[src/rtl/bitwise_lu_multicycle_pkg.sv]
// Shared op-codes and FSM state encodings for the multicycle bitwise logic unit.
package bitwise_lu_multicycle_pkg;

  typedef enum logic [2:0] {
    LU_INV  = 3'd0,
    LU_AND  = 3'd1,
    LU_NAND = 3'd2,
    LU_OR   = 3'd3,
    LU_NOR  = 3'd4,
    LU_XOR  = 3'd5,
    LU_XNOR = 3'd6,
    LU_PASS = 3'd7
  } lu_op_e;

  typedef enum logic [1:0] {
    IDLE = 2'd0,
    RUN  = 2'd1,
    DONE = 2'd2
  } lu_state_e;

endpackage

[src/rtl/bitwise_lu_multicycle_lu_slice.sv]
// Combinational CHUNK-bit bitwise operation; one instance is shared across all slices.
module lu_slice
  import bitwise_lu_multicycle_pkg::*;
#(
  parameter int CHUNK = 16
) (
  input  logic [2:0]       i_op,
  input  logic [CHUNK-1:0] i_a,
  input  logic [CHUNK-1:0] i_b,
  output logic [CHUNK-1:0] o_y
);

  logic [CHUNK-1:0] w_and;
  logic [CHUNK-1:0] w_or;
  logic [CHUNK-1:0] w_xor;

  assign w_and = i_a & i_b;
  assign w_or  = i_a | i_b;
  assign w_xor = i_a ^ i_b;

  always_comb begin
    o_y = '0;
    case (lu_op_e'(i_op))
      LU_INV:  o_y = ~i_a;
      LU_AND:  o_y = w_and;
      LU_NAND: o_y = ~w_and;
      LU_OR:   o_y = w_or;
      LU_NOR:  o_y = ~w_or;
      LU_XOR:  o_y = w_xor;
      LU_XNOR: o_y = ~w_xor;
      LU_PASS: o_y = i_b;
      default: o_y = '0;
    endcase
  end

endmodule

[src/rtl/bitwise_lu_multicycle.sv]
// Multicycle bitwise logic unit: applies one of eight ops to WIDTH-bit operands,
// CHUNK bits per cycle, with start/busy/done handshake and an all-zero flag.
module bitwise_lu_multicycle
  import bitwise_lu_multicycle_pkg::*;
#(
  parameter int WIDTH = 64,
  parameter int CHUNK = 16
) (
  input  logic             i_clk,
  input  logic             i_rst,
  input  logic             i_start,
  input  logic [2:0]       i_op,
  input  logic [WIDTH-1:0] i_a,
  input  logic [WIDTH-1:0] i_b,
  output logic [WIDTH-1:0] o_result,
  output logic             o_zero,
  output logic             o_busy,
  output logic             o_done
);

  localparam int NSLICE = WIDTH / CHUNK;
  localparam int CW     = (NSLICE > 1) ? $clog2(NSLICE) : 1;

  generate
    if (WIDTH % CHUNK != 0) begin : g_bad_width
      $error("bitwise_lu_multicycle: WIDTH must be a multiple of CHUNK");
    end
  endgenerate

  lu_state_e        r_state;
  logic [CW-1:0]    r_cnt;
  logic [2:0]       r_op;
  logic [WIDTH-1:0] r_a;
  logic [WIDTH-1:0] r_b;
  logic [WIDTH-1:0] r_result;
  logic             r_zacc;
  logic             r_zero;
  logic             r_busy;
  logic             r_done;

  logic [CHUNK-1:0] w_a_slice;
  logic [CHUNK-1:0] w_b_slice;
  logic [CHUNK-1:0] w_y_slice;
  logic             w_zacc_next;
  logic             w_last;

  // Single slice engine; operands are muxed by the slice counter
  assign w_a_slice   = r_a[r_cnt*CHUNK +: CHUNK];
  assign w_b_slice   = r_b[r_cnt*CHUNK +: CHUNK];
  assign w_zacc_next = r_zacc & (w_y_slice == '0);
  assign w_last      = (r_cnt == CW'(NSLICE - 1));

  lu_slice #(.CHUNK(CHUNK)) u_slice (
    .i_op (r_op),
    .i_a  (w_a_slice),
    .i_b  (w_b_slice),
    .o_y  (w_y_slice)
  );

  always_ff @(posedge i_clk or posedge i_rst) begin
    if (i_rst) begin
      r_state  <= IDLE;
      r_cnt    <= '0;
      r_op     <= '0;
      r_a      <= '0;
      r_b      <= '0;
      r_result <= '0;
      r_zacc   <= 1'b1;
      r_zero   <= 1'b1;
      r_busy   <= 1'b0;
      r_done   <= 1'b0;
    end else begin
      case (r_state)
        IDLE, DONE: begin
          r_done <= 1'b0;
          if (i_start) begin
            r_op    <= i_op;
            r_a     <= i_a;
            r_b     <= i_b;
            r_cnt   <= '0;
            r_zacc  <= 1'b1;
            r_busy  <= 1'b1;
            r_state <= RUN;
          end else begin
            r_state <= IDLE;
          end
        end
        RUN: begin
          r_result[r_cnt*CHUNK +: CHUNK] <= w_y_slice;
          r_zacc <= w_zacc_next;
          if (w_last) begin
            r_zero  <= w_zacc_next;
            r_busy  <= 1'b0;
            r_done  <= 1'b1;
            r_state <= DONE;
          end else begin
            r_cnt <= r_cnt + CW'(1);
          end
        end
        default: begin
          r_busy  <= 1'b0;
          r_done  <= 1'b0;
          r_state <= IDLE;
        end
      endcase
    end
  end

  assign o_result = r_result;
  assign o_zero   = r_zero;
  assign o_busy   = r_busy;
  assign o_done   = r_done;

endmodule

[config.mk]
export PLATFORM = sky130hd
export DESIGN_NAME = bitwise_lu_multicycle
export DESIGN_NICKNAME = d
export VERILOG_FILES = /design/src/rtl/bitwise_lu_multicycle_pkg.sv /design/src/rtl/bitwise_lu_multicycle_lu_slice.sv /design/src/rtl/bitwise_lu_multicycle.sv
export SDC_FILE = /design/constraint.sdc
export NUM_CORES = 1
export LEC_CHECK = 0
export ABC_AREA = 1
export BUFFER_PORTS_ARGS = -buffer_cell sky130_fd_sc_hd__buf_2
export CELL_PAD_IN_SITES_DETAIL_PLACEMENT = 1
export CELL_PAD_IN_SITES_GLOBAL_PLACEMENT = 1
export CORE_AREA = 2 2 176 144
export CTS_CLUSTER_DIAMETER = 40
export DETAILED_ROUTE_END_ITERATION = 6
export DIE_AREA = 0 0 178 146
export PLACE_DENSITY_LB_ADDON = 0.1
export SLEW_MARGIN = 20
export SYNTH_ARGS = -nofsm -noshare
export SYNTH_HDL_FRONTEND = slang
export SYNTH_HIERARCHICAL = 1
export SYNTH_SLANG_ARGS = --single-unit
export TNS_END_PERCENT = 5
[constraint.sdc]
create_clock -name i_clk -period 9.8 [get_ports i_clk]
set_input_delay 1.47 -clock i_clk [delete_from_list [all_inputs] [get_ports i_clk]]
set_output_delay 1.47 -clock i_clk [all_outputs]
set_load 0.05 [all_outputs]
# [Yosys cells after proc, flatten, opt, wreduce, memory -nomap -nowiden]
# Cells that the tools add are included.
[classes] reduce_logical=10 add_sub_neg=2 n_shift=4 bitwise=8 n_mux=14 eq_ne=13
[ops] op="$pmux W16 S8" n=1
[ops] op="$shiftx A64 B7 Y16" n=2
[ops] op="$bwmux W64" n=1
[ops] op="$not A16 Y16" n=4
[ops] op="$shift A16 B34 Y64 const A" n=1
[ops] op="$shiftx A16 B34 Y64" n=1
[ops] op="$neg A6 Y34" n=1
[ops] op="$and A16 B16 Y16" n=1
[ops] op="$logic_not A16 Y1" n=1
[ops] op="$or A16 B16 Y16" n=1
[ops] op="$xor A16 B16 Y16" n=1
[ops] op="$eq A3 B3 Y1 const B" n=4
[ops] op="$pmux W2 S2" n=2
[ops] op="$reduce_and A2 Y1" n=4
[ops] op="$eq A3 B2 Y1 const B" n=2
[ops] op="$mux W2" n=3
[ops] op="$ne A2 B2 Y1 const B" n=3
[ops] op="$mux W1" n=5
[ops] op="$eq A2 B2 Y1 const B" n=2
[ops] op="$pmux W1 S2" n=2
[ops] op="$eq A3 B1 Y1 const B" n=1
[ops] op="$logic_not A3 Y1" n=1
[ops] op="$reduce_and A3 Y1" n=1
[ops] op="$add A2 B1 Y2 const B" n=1
[ops] op="other kinds (5)" n=5
[totals] wordCells=61 output_inout_bits=67 regBits=203

# [Longest topological paths before layout]
# Gate-level depths: netlist of the first run.
[logic_depth] word_depth=7 depth_mapped=18 mapped_depth_nobuf=15

# [Cells and area by module]
# The synthesis of the first run kept the hierarchy.
[modules_own_cells] module="bitwise_lu_multicycle" cells_per_inst=776 instances=1 area_per_inst_um2=9067.4 seq_area_each_um2=5057.4
[modules_own_cells] module="lu_slice" cells_per_inst=369 instances=1 area_per_inst_um2=1925.6 seq_area_each_um2=0.0

# [Worst setup path before layout of the first run]
# Ideal clock, no wire load.
[synth_timing] path_type="register to register" startpoint="register r_cnt[0]" endpoint="register r_zero (netlist: o_zero)" required_time_ns=9.740 stages_incl_launch_ff=18 synth_period_minus_slack_ns=2.341 arrival_time_ns=2.280 path_slack_ns=7.459 path_cell_list="dfrtp_1 buf_2 inv_2 buf_4 buf_6 nor2_1 o22ai_1 inv_1 ha_1 nand4_1 nand2_1 nor2_1 nand3_1 nor2_1 nand2_1 nor2_1 nand4_1 nand2_1"
[synth_between] elab_chain_cells=6 elab_cells_between_ends=14
[synth_lines] element="from (decl)" line="bitwise_lu_multicycle.sv:31" source="logic [CW-1:0] r_cnt;"
[synth_lines] element="from (signal assigned)" line="bitwise_lu_multicycle.sv:97" source="r_cnt <= r_cnt + CW'(1);"
[synth_lines] element="$shiftx A64 B7 Y16 *" line="bitwise_lu_multicycle.sv:48" source="assign w_a_slice = r_a[r_cnt*CHUNK +: CHUNK];"
[synth_lines] element="named net w_a_slice[7]" line="bitwise_lu_multicycle.sv:41" source="logic [CHUNK-1:0] w_a_slice;"
[synth_lines] element="$xor A16 B16 Y16, or another cell as far along" line="bitwise_lu_multicycle_lu_slice.sv:19" source="assign w_xor = i_a ^ i_b;"
[synth_lines] element="$not A16 Y16, on equally long branches" line="bitwise_lu_multicycle_lu_slice.sv:30, bitwise_lu_multicycle_lu_slice.sv:26, bitwise_lu_multicycle_lu_slice.sv:28"
[synth_lines] element="$pmux W16 S8 *" line="bitwise_lu_multicycle_lu_slice.sv:23" source="case (lu_op_e'(i_op))"
[synth_lines] element="named net w_y_slice[7]" line="bitwise_lu_multicycle.sv:43" source="logic [CHUNK-1:0] w_y_slice;"
[synth_lines] element="$logic_not A16 Y1 *" line="bitwise_lu_multicycle.sv:50" source="assign w_zacc_next = r_zacc & (w_y_slice == '0);"
[synth_lines] element="$and A1 B1 Y1 *" line="bitwise_lu_multicycle.sv:50"
[synth_lines] element="to (signal assigned)" line="bitwise_lu_multicycle.sv:92" source="r_zero <= w_zacc_next;"
[synth_lines] element="to (decl)" line="bitwise_lu_multicycle.sv:37" source="logic r_zero;"
# The timed path passes the listed nets; every way through them passes the cells marked *.
# A chain may end at the register's enable or synchronous reset.

# [Final worst setup path of the first run]
[layout_timing] startpoint="register r_cnt[1]" endpoint="register r_zacc"
[layout_between] elab_chain_cells=7 elab_cells_between_ends=13
[layout_lines] element="$shiftx A64 B7 Y16 *" line="bitwise_lu_multicycle.sv:49" source="assign w_b_slice = r_b[r_cnt*CHUNK +: CHUNK];"
[layout_lines] element="named net w_b_slice[10]" line="bitwise_lu_multicycle.sv:42" source="logic [CHUNK-1:0] w_b_slice;"
[layout_lines] element="$xor A16 B16 Y16, or another cell as far along" line="bitwise_lu_multicycle_lu_slice.sv:19"
[layout_lines] element="$not A16 Y16, on equally long branches" line="bitwise_lu_multicycle_lu_slice.sv:30, bitwise_lu_multicycle_lu_slice.sv:26, bitwise_lu_multicycle_lu_slice.sv:28"
[layout_lines] element="$pmux W16 S8 *" line="bitwise_lu_multicycle_lu_slice.sv:23"
[layout_lines] element="named net w_y_slice[10]" line="bitwise_lu_multicycle.sv:43"
[layout_lines] element="$logic_not A16 Y1 *" line="bitwise_lu_multicycle.sv:50"
[layout_lines] element="$and A1 B1 Y1 *" line="bitwise_lu_multicycle.sv:50"
[layout_lines] element="$pmux W1 S2 *" line="bitwise_lu_multicycle.sv:73" source="case (r_state)"
[layout_lines] element="to (signal assigned)" line="bitwise_lu_multicycle.sv:90" source="r_zacc <= w_zacc_next;"
[layout_lines] element="to (decl)" line="bitwise_lu_multicycle.sv:36" source="logic r_zacc;"
# Marked as above.

==> metrics.md, run 1 <==
| Metric | Value |
|---|---|
| Status | complete, no violations |
| Yosys warns | 6 |
| Top_reg_cell synth | dfrtp_1 |
| Vias | 8870 |
| Worst-Margin Slew | 1.05 ns |
| Most frequent cells after synthesis | dfrtp_1, nand2_1, nor2_1, o21ai_0, inv_1 |
| DR iter-0 viols | 503 |
| CTS Root Cell | clkbuf_16 |
| Dpl cells | 1601 |
| Mean Syn Cell Area | 9.60 sq um |
| Hold_buf cts | 0 |
| Design Area, Final | 13000 sq um |
| CTS Buffer Depth | 3 |
| Overall global routing resource usage | 0.253 |
| Fmax | 0.259 GHz |
| Resize count post-CTS | 0 |
| Seq cells post-synth | 202 |
| First-pass iteration count of the detailed router | 5 |
| Worst-path clk slew | 0.06 ns |
| DRT Wirelength | 32400 um |
| Final Non-Filler Cells | 1657 |
| Internal power | 0.00283 W |
| Top cells by area, synth | dfrtp_1, mux2_4, mux2_2, nand2_1, o21ai_0 |
| Reg power frac | 0.267 |
| GR Overflow Total | 0 |
| FF+latch area | 5060 sq um |
| Wire per inst | 19.6 um |
| Clock network power share | 0.193 |
| Area Overhead vs Synth | 18.5% |
| Setup TNS | 0 ns |
| Switching power | 0.00264 W |
| Final nets | 1486 |
| Core ar. | 24100 sq um |
| Leakage Power | 6.60 nW |
| Layout cell share with drive strength beyond 1 | 0.327 |
| Fin util | 0.542 |
| Critical path peak fanout | 35 |
| Worst VDD drop | 0.205 mV |
| TritonCTS Buffers | 30 |
| CTS tree | built |
| Synth unique cells | 31 |
| Clk_skew | 0.0118 ns |
| Worst-skew pair later-pin latency | 0.54 ns |
| Final setup viols | 0 |
| RSZ-0062 raised after global routing | no |
| Switching Share | 0.483 |
| Area of the multi-input gates | 5060 sq um |
| Worst Setup Path Type | register to register |
| Clock Sinks | 202 |
| Initial antenna violation count | 0 |
| Slowest-stage cell, CP | o22ai_1 |
| Comb power frac | 0.540 |
| Die X | 178 um |
| Pin count of the biggest net entering global routing | 84 |
| Vias/cell | 5.35 |
| Critical path's largest stage delay | 0.52 ns |
| # rows | 51 |
| Cells after Synth | 1145 |
| Starting Density | 0.457 |
| I/O pins | 201 |
| ANT cells | 0 |
| Area leader, netlist | dfrtp_1 |
| Port bufs | 200 |
| Setup crit start kind | register |
| Global-route wire length before repair | 51800 um |
| Period utilization | 0.394 |
| PwrDens | 420 nW/um^2 |
| Final GP Congestion | 0.772 |
| Post-DP Area | 12000 sq um |
| DRT antenna net count | 0 |
| Post-CTS setup buffer count | 0 |
| Die height | 146 um |
| H-Tree Depth | 1 |
| FILL cells | 2825 |
| Ys async rst share | 1.00 |
| Number of flops mapped to enable cells by yosys | 0 |
| Total of max-cap violations | 0 |
| Tmin final | 3.86 ns |
| WP data arrival | 4.33 ns |
| Post-synth net total | 1316 |
| Worst slew margin | 0.298 |
| Sequential fraction of the synthesis area | 0.460 |
| Die ar. | 26000 sq um |
| Cell Area, Synth | 11000 sq um |
| DRC | 0 |
| Crit path cell chain | buf_4 > inv_1 > buf_4 > o21ai_0 > o22ai_1 > inv_1 > ha_1 > inv_1 > nand4_1 > nand2_1 > nor2_1 > nand3_1 > nor2_1 > nand2_1 > nor2_1 > nand3_1 > nand3_1 |
| HPWL after detailed placement | 22100 um |
| CP Data Required Time | 10.26 ns |
| Crit path capture type | register |
| Hold violation count in the final report | 0 |
| Min-Delay Path Class | register to register |
| Final Max Slew Viols | 0 |
| Most used standard cell by instance count after synthesis | dfrtp_1 |
| Vias in the first global route | 9389 |
| Yosys top cell area share | 0.455 |
[logic make-up (layout without fill, tap and decap cells)]
kind of cell | Yosys count | count (layout) | share of synthesized area
compound gates | 178 | 178 | 0.0915
buf+inv | 184 | 378 | 0.0800
mux | 131 | 131 | 0.154
simple gates | 413 | 413 | 0.173
fa+ha+maj | 37 | 37 | 0.0421
flops | 202 | 202 | 0.460
[power groups by stage]
stage,registers (W),clock network [W],logic [W]
floorplan,0.00170,0,0.00191
global placement,0.00145,0,0.00285
detailed placement,0.00147,0,0.00293
CTS,0.00146,0.00108,0.00296
global route,0.00151,0.00111,0.00326
finish,0.00146,0.00105,0.00295
[area by class of cell]
type	instances	share of cell area
Clock buffer	39	0.0634
Clock inverter	17	0.0131
Inverter	111	0.0329
Multi-Input combinational cell	759	0.389
Sequential cell	202	0.388
Tap cell	318	0.0305
Timing Repair Buffer	211	0.0831
[state kept, by name, indices dropped and copies added (netlist names)]
register  cells
r_zacc        1
o_zero        1
r_op          3
r_state       2
r_cnt         2
o_busy        1
o_result     64
r_a          64
r_b          64
[worst max-delay path, delay by kind of cell, from the launching register on]
kind / cells / cell delay (ns)
adder cells (fa/ha/maj): 1 / 0.32
AO/OA/AOI/OAI: 2 / 0.67
buffers and inverters: 5 / 1.17
AND/OR/NAND/NOR: 9 / 1.20
flip-flops: 1 / 0.36
[per-stage QoR]
step           hold slack, ns  power (W)  worst slack (ns)
2_1_floorplan           0.474    0.00361              2.82
3_3_place_gp            0.460    0.00430              6.07
3_5_place_dp            0.467    0.00440              6.05
4_1_cts                 0.481    0.00550              6.01
5_1_grt                 0.496    0.00587              5.74
6_report                0.474    0.00547              5.94
[worst paths after layout]
kind | slack [ns] | startpoint | cells after the start | to
max | 5.94 | r_cnt[1] | 17 | r_zacc
min | 0.47 | o_busy | 2 | o_busy
max reg2reg | 5.94 | r_cnt[1] | 17 | r_zacc
min reg2reg | 0.47 | o_busy | 2 | o_busy
max in group asynchronous | 7.52 | i_rst | 3 | r_cnt[0]
min in group asynchronous | 1.00 | i_rst | 2 | r_a[55]
[cells in the final DEF, fill, tap and decap left out, drive strengths merged, types with 32 or more instances in the layout]
master,synthesis,routed
buf,52,211
dfrtp,200,200
nand2,163,163
o21ai,146,146
mux2,131,131
nor2,127,127
inv,111,115
nand3,69,69
nand4,52,52
clkbuf,21,39
ha,37,37
o22ai,32,32
[metal layers]
metal	track usage	part of all wire	vias up
met5	0	0	-
met4	0.0418	0.014	0
met3	0.0376	0.041	39
met2	0.407	0.46	192
met1	0.366	0.48	4452
li1	-	-	4187
Note: power is estimated with default switching activity, not from simulation.
==> run 2: changes to the inputs <==
--- a/config.mk
+++ b/config.mk
@@ -5,14 +5,14 @@
 export SDC_FILE = /design/constraint.sdc
 export NUM_CORES = 1
 export LEC_CHECK = 0
-export ABC_AREA = 1
+export ABC_AREA = 0
 export BUFFER_PORTS_ARGS = -buffer_cell sky130_fd_sc_hd__buf_2
 export CELL_PAD_IN_SITES_DETAIL_PLACEMENT = 1
 export CELL_PAD_IN_SITES_GLOBAL_PLACEMENT = 1
-export CORE_AREA = 2 2 176 144
+export CORE_AREA = 2 2 172 140
 export CTS_CLUSTER_DIAMETER = 40
 export DETAILED_ROUTE_END_ITERATION = 6
-export DIE_AREA = 0 0 178 146
+export DIE_AREA = 0 0 174 142
 export PLACE_DENSITY_LB_ADDON = 0.1
 export SLEW_MARGIN = 20
 export SYNTH_ARGS = -nofsm -noshare
==> constraint.sdc (replaced) <==
create_clock -name i_clk -period 4 [get_ports i_clk]
set_input_delay 0.6 -clock i_clk [delete_from_list [all_inputs] [get_ports i_clk]]
set_output_delay 0.6 -clock i_clk [all_outputs]
set_load 0.05 [all_outputs]
==> run 2 against run 1 <==
  * Final cell count decreased by 19%
  * Synthesized cell count down 29%
  * Non-clock buffer count rose by 12
  * Via count down 18%
  * Count of clock-buffer cells in the layout fell by 2
  * Clock power rose to 2.6 times the previous value
  * Global-route usage decreased by 2.3 points
  * Cell area fell by 3.6%
  * Synthesized area down 7.6%
  * Register-to-register slack got worse by 5.2 ns
  * Core utilization up 0.41 points
  * Largest cell class is now sequential cells
==> metrics.md, run 2 <==
| Metric | Value |
|---|---|
| Worst VDD drop | 0.472 mV (+130%) |
| Layout cell share with drive strength beyond 1 | 0.445 (+0.118) |
| Hold_buf cts | 0 (unchanged) |
| Final Non-Filler Cells | 1346 (-19%) |
| Min-Delay Path Class | input pin to async pin |
| GR Overflow Total | 0 (unchanged) |
| Die X | 174 um (-2.2%) |
| CP Data Required Time | 4.46 ns (-5.80 ns) |
| Clk_skew | 0.0145 ns (+0.00276 ns) |
| Commonest non-fill, non-tap cell in the layout | buf_2 |
| Global-route wire length before repair | 44700 um (-14%) |
| Die ar. | 24700 sq um (-4.9%) |
| Fmax | 0.309 GHz (+19%) |
| I/O pins | 201 (unchanged) |
| Post-synth net total | 979 (-26%) |
| Post-CTS setup buffer count | 0 (unchanged) |
| Number of flops mapped to enable cells by yosys | 0 (unchanged) |
| Final GP Congestion | 0.780 (+1.1%) |
| # rows | 50 (-2.0%) |
| CTS tree | built |
| Setup TNS | 0 ns (unchanged) |
| Top cells by area, synth | dfrtp_1, mux2_2, mux4_2, ha_1, a22o_1 |
| Most frequent cells after synthesis | dfrtp_1, mux2_2, nand2_1, o21ai_0, inv_1 |
| H-Tree Depth | 1 (unchanged) |
| Vias/cell | 5.38 (+0.58%) |
| Period utilization | 0.810 (+0.416) |
| Cells after Synth | 808 (-29%) |
| Cell Area, Synth | 10200 sq um (-7.6%) |
| Yosys warns | 6 (unchanged) |
| Initial antenna violation count | 1 (+1) |
| DR iter-0 viols | 320 (-36%) |
| Worst Setup Path Type | register to register |
| Seq cells post-synth | 202 (unchanged) |
| Clock Sinks | 202 (unchanged) |
| Dpl cells | 1288 (-20%) |
| Ys async rst share | 1.00 (unchanged) |
| Design Area, Final | 12600 sq um (-3.6%) |
| Hold violation count in the final report | 0 (unchanged) |
| Buf/Inv on CP | 2 (-3) |
| Tmin final | 3.24 ns (-0.622 ns) |
| Final Max Slew Viols | 0 (unchanged) |
| Critical path's largest stage delay | 0.60 ns (+0.08 ns) |
| DRT antenna net count | 0 (unchanged) |
| Reg-to-reg critical path endpoint | o_zero |
| Critical path depth | 11 (-6) |
| Mean Syn Cell Area | 12.6 sq um (+31%) |
| Wire per inst | 20.5 um (+4.8%) |
| Vias in the first global route | 7927 (-16%) |
| TritonCTS Buffers | 31 (+3.3%) |
| Area Overhead vs Synth | 23.6% |
| PwrDens | 1090 nW/um^2 (+160%) |
| Register-to-register setup slack | 0.76 ns (-5.18 ns) |
| Most frequent cells in the layout | buf_2, dfrtp_1, mux2_2 |
| Crit path capture type | register |
| CTS Root Cell | clkbuf_16 |
| DRT Wirelength | 27600 um (-15%) |
| Final setup viols | 0 (unchanged) |
| Setup crit start kind | register |
| Area leader, netlist | dfrtp_1 |
| Total of max-cap violations | 0 (unchanged) |
| Leakage Power | 5.80 nW (-12%) |
| Resize count post-CTS | 0 (unchanged) |
| Slowest-stage cell, CP | dfrtp_2 |
| First-pass iteration count of the detailed router | 5 (unchanged) |
| Crit path cell chain | buf_4 > mux4_2 > inv_1 > ha_1 > mux2i_1 > o21ai_1 > nor3_1 > a31oi_1 > nor4_1 > nand4_1 > o31ai_1 |
| Yosys top cell area share | 0.492 (+0.0372) |
| Post-DP Area | 11500 sq um (-4.6%) |
| Starting Density | 0.441 (-0.0155) |
| RR Startpoint | r_cnt[0] |
| Synth unique cells | 53 (+71%) |
| Pin count of the biggest net entering global routing | 111 (+32%) |
| R2R cell count | 11 (-6) |
| HPWL after detailed placement | 19400 um (-12%) |
| RSZ-0062 raised after global routing | no |
| Sequential fraction of the synthesis area | 0.498 (+0.0376) |
| Die height | 142 um (-2.7%) |
| WP data arrival | 3.70 ns (-0.63 ns) |
| Critical path peak fanout | 11 (-69%) |
| Vias | 7247 (-18%) |
| Worst slew margin | 0.376 (+0.0778) |
| Final nets | 1181 (-21%) |
| Worst-Margin Slew | 0.932 ns (-0.118 ns) |
| Family with the most delay on the worst path | multiplexers |
| Most used standard cell by instance count after synthesis | dfrtp_1 |
| Core ar. | 23000 sq um (-4.3%) |
| Worst-skew pair later-pin latency | 0.54 ns (about the same) |
| DRC | 0 (unchanged) |
| Port bufs | 200 (unchanged) |
| Overall global routing resource usage | 0.230 (-0.0231) |
| CTS Buffer Depth | 3 (unchanged) |
| Worst-path clk slew | 0.06 ns (about the same) |
| Top_reg_cell synth | dfrtp_1 |
| Status | complete, no violations |
==> run 2: logic make-up after synthesis <==
kind of cell	count (synthesis)	share of synthesized area
buffers and inverters	92	0.0451
AO/OA/AOI/OAI	147	0.104
AND/OR/NAND/NOR	152	0.0747
multiplexers	178	0.233
flip-flops	202	0.498
adder cells (fa/ha/maj)	37	0.0456
==> run 2: power by group <==
part           leakage [nW]  switching (W)  internal, W
Clock                 0.517        0.00103      0.00175
Sequential             2.49       0.000680      0.00298
Combinational          2.79        0.00423      0.00302
Total                  5.80        0.00594      0.00775
==> run 2: cell type report <==
type	count	area [sq um]
Fill cell	2460	10500
Clock inverter	19	243
Tap cell	312	390
Clock buffer	37	828
Multi-Input combinational cell	514	4650
Antenna cell	1	2.50
Sequential cell	202	5060
Timing Repair Buffer	223	1240
Inverter	38	146
==> run 2: worst min-delay path, delay by kind of cell <==
family	cells	cell delay, ns
buf+inv	3	0.60
==> run 2: through the flow <==
stage | setup WS, ns | hold WS [ns] | utilization | total power, W
floorplan | 0.785 | 0.475 | - | 0.00883
global placement | 0.793 | 0.461 | 0.499 | 0.0107
detailed placement | 0.726 | 0.467 | 0.499 | 0.0109
CTS | 0.714 | 0.263 | 0.545 | 0.0138
global route | 0.402 | 0.273 | 0.546 | 0.0147
finish | 0.760 | 0.222 | 0.546 | 0.0137
==> run 2: worst max path at each step <==
stage / from / to / slack (ns)
CTS: r_cnt[0] / r_zacc / 0.71
finish: r_cnt[0] / o_zero / 0.76
global route: r_cnt[0] / o_zero / 0.40
global placement: r_cnt[0] / r_zacc / 0.79
floorplan: i_rst / o_busy / 0.79
detailed placement: r_cnt[0] / r_zacc / 0.73
==> run 2: layer usage <==
| layer | wire [um] | global-route usage | up-vias |
|---|---|---|---|
| li1 | - | - | 3341 |
| met1 | 12800 | 0.328 | 3675 |
| met2 | 12800 | 0.376 | 195 |
| met3 | 1540 | 0.0358 | 36 |
| met4 | 462 | 0.0469 | 0 |
| met5 | 0 | 0 | - |
==> run 3: changes to the inputs <==
--- a/config.mk
+++ b/config.mk
@@ -9,10 +9,10 @@
 export BUFFER_PORTS_ARGS = -buffer_cell sky130_fd_sc_hd__buf_2
 export CELL_PAD_IN_SITES_DETAIL_PLACEMENT = 1
 export CELL_PAD_IN_SITES_GLOBAL_PLACEMENT = 1
-export CORE_AREA = 2 2 172 140
+export CORE_AREA = 2 2 182 148
 export CTS_CLUSTER_DIAMETER = 40
 export DETAILED_ROUTE_END_ITERATION = 6
-export DIE_AREA = 0 0 174 142
+export DIE_AREA = 0 0 184 150
 export PLACE_DENSITY_LB_ADDON = 0.1
 export SLEW_MARGIN = 20
 export SYNTH_ARGS = -nofsm -noshare
==> constraint.sdc (replaced) <==
create_clock -name i_clk -period 2.7 [get_ports i_clk]
set_input_delay 0.405 -clock i_clk [delete_from_list [all_inputs] [get_ports i_clk]]
set_output_delay 0.405 -clock i_clk [all_outputs]
set_load 0.05 [all_outputs]
==> run 3 against run 2 <==
  * The flow now finishes with violations (setup timing)
  * Final cell count increased by 7.8%
  * First-iteration DRC count increased by 3.8%
  * Hold slack got worse by 0.20 ns
  * Register-to-register slack got worse by 1.0 ns
  * Critical path type unchanged
  * Largest cell class is now multi-input gates
  * Highest routed layer is now met5
==> metrics.md, run 3 (synthesized netlist as in run 2, its figures left out) <==
| Metric | Value |
|---|---|
| Vias | 7606 (+5.0%) |
| TritonCTS Buffers | 29 (-6.5%) |
| Wire per inst | 20.6 um (+0.68%) |
| Layout cell share with drive strength beyond 1 | 0.560 (+0.115) |
| Final GP Congestion | 0.790 (+1.3%) |
| Worst-path clk slew | 0.06 ns (about the same) |
| Global-route wire length before repair | 47300 um (+5.7%) |
| # rows | 53 (+6.0%) |
| CTS Buffer Depth | 3 (unchanged) |
| Total of max-cap violations | 0 (unchanged) |
| Crit path capture type | register |
| Pin count of the biggest net entering global routing | 108 (-2.7%) |
| Most used cell, CP | buf_12 |
| HPWL after detailed placement | 20700 um (+6.9%) |
| Setup crit start kind | register |
| R2R cell count | 13 (+2) |
| Die height | 150 um (+5.6%) |
| Status | complete, but fails checks |
| Initial antenna violation count | 1 (unchanged) |
| Worst-Margin Slew | 0.580 ns (-0.352 ns) |
| Vias/cell | 5.24 (-2.6%) |
| First-pass iteration count of the detailed router | 4 (-1) |
| Fmax | 0.340 GHz (+10%) |
| Worst-skew pair later-pin latency | 0.55 ns (about the same) |
| ANT cells | 0 (-1) |
| CTS Root Cell | clkbuf_16 |
| DR iter-0 viols | 332 (+3.8%) |
| Most frequent cells in the layout | buf_2, dfrtp_1, mux2_2 |
| H-Tree Depth | 1 (unchanged) |
| Crit path cell chain | buf_12 > buf_12 > buf_6 > mux4_2 > inv_2 > ha_4 > nor2_2 > a2111oi_2 > a2bb2oi_1 > buf_4 > nor4_4 > nand4_1 > o31ai_2 |
| Critical path peak fanout | 7 (-4) |
| Period utilization | 1.09 (+0.278) |
| DRT Wirelength | 29900 um (+8.5%) |
| CTS tree | built |
| Port bufs | 200 (unchanged) |
| I/O pins | 201 (unchanged) |
| Post-Place Worst Slack | -0.282 ns (-1.01 ns) |
| Tmin final | 2.94 ns (-0.303 ns) |
| Final nets | 1269 (+7.5%) |
| Critical path's largest stage delay | 0.59 ns (about the same) |
| WP data arrival | 3.39 ns (-0.31 ns) |
| Final Max Slew Viols | 0 (unchanged) |
| GR Overflow Total | 0 (unchanged) |
| Die ar. | 27600 sq um (+12%) |
| Area Overhead vs Synth | 36.4% |
| CP Data Required Time | 3.15 ns (-1.31 ns) |
| Slowest-stage cell, CP | mux4_2 |
| Hold violation count in the final report | 0 (unchanged) |
| DRC | 0 (unchanged) |
| DRT antenna net count | 0 (unchanged) |
| Setup WS post-layout | -0.237 ns (-0.997 ns) |
| Core ar. | 25900 sq um (+12%) |
| Min-Delay Path Class | input pin to async pin |
| Dpl cells | 1364 (+5.9%) |
| Die X | 184 um (+5.7%) |
| Clk_skew | 0.0281 ns (+0.0136 ns) |
| Commonest non-fill, non-tap cell in the layout | buf_2 |
| Clock Sinks | 202 (unchanged) |
| Worst slew margin | 0.613 (+0.237) |
| Final Non-Filler Cells | 1451 (+7.8%) |
| Worst Setup Path Type | register to register |
| Final setup viols | 33 (+33) |
| Starting Density | 0.393 (-0.0485) |
| Overall global routing resource usage | 0.222 (-0.00740) |
| RSZ-0062 raised after global routing | yes |
| Failing checks | setup timing |
| Vias in the first global route | 8331 (+5.1%) |
run 3: cell count changes in the layout (fill, tap and decap cells not counted), sizes merged:
cell	before	now
bufinv	4	3
clkbuf	37	39
diode	1	0
clkinvlp	5	4
inv	45	43
buf	223	313
run 3: final timing paths:
check | startpoint | endpoint | slack [ns]
min in group i_clk | i_b[44] | r_b[44] | 0.08
worst min register to register | o_result[30] | o_result[30] | 0.47
worst min-delay path | i_rst | r_a[26] | 0.02
max in group asynchronous | i_rst | r_cnt[0] | 2.20
worst max register to register | r_cnt[0] | o_zero | -0.24
worst max-delay path | r_cnt[0] | o_zero | -0.24
run 3: metrics by stage:
stage	TNS (ns)	area (sq um)	hold slack (ns)	util
floorplan	-64.49	10200	0.475	-
global placement	-2.54	12000	0.460	0.464
detailed placement	-5.37	12000	0.469	0.464
CTS	-2.79	13600	0.0584	0.525
global route	-9.23	13900	0.0625	0.536
finish	-2.69	13900	0.0165	0.536
run 3: what timing repair did:
item,4_1_cts,5_1_grt
pin swaps,21,34
setup buffers,21,13
endpoints found under the setup margin,47,66
resized for setup,67,75
endpoints found under the hold margin,0,0
hold buffers,0,0
cloned,2,0
run 3: critical path: cells and delay by family (launching register included):
family | cells | cell delay [ns]
fa+ha+maj | 1 | 0.21
compound gates | 3 | 0.45
flops | 1 | 0.43
simple gates | 3 | 0.50
mux | 1 | 0.59
buf+inv | 5 | 0.65
run 3: metal layers:
metal / routed length [um] / part of all wire / GRT usage
met1: 13600 / 0.46 / 0.312
met2: 14400 / 0.48 / 0.368
met3: 1390 / 0.046 / 0.0331
met4: 541 / 0.018 / 0.0464
met5: 13 / 0.00043 / 0
run 3: cell type report:
type                       count  area [sq um]
sequential                   202          5060
clock inverter                15           194
inverter                      38           146
fill                        2718         12000
multi-input combinational    514          5140
timing repair buffer         313          2100
clock buffer                  39           803
tap                          330           413
Power of run 3 is left out: the tool's default activity adds up to more than one toggle a clock period on the data nets, which glitch-free logic cannot reach.
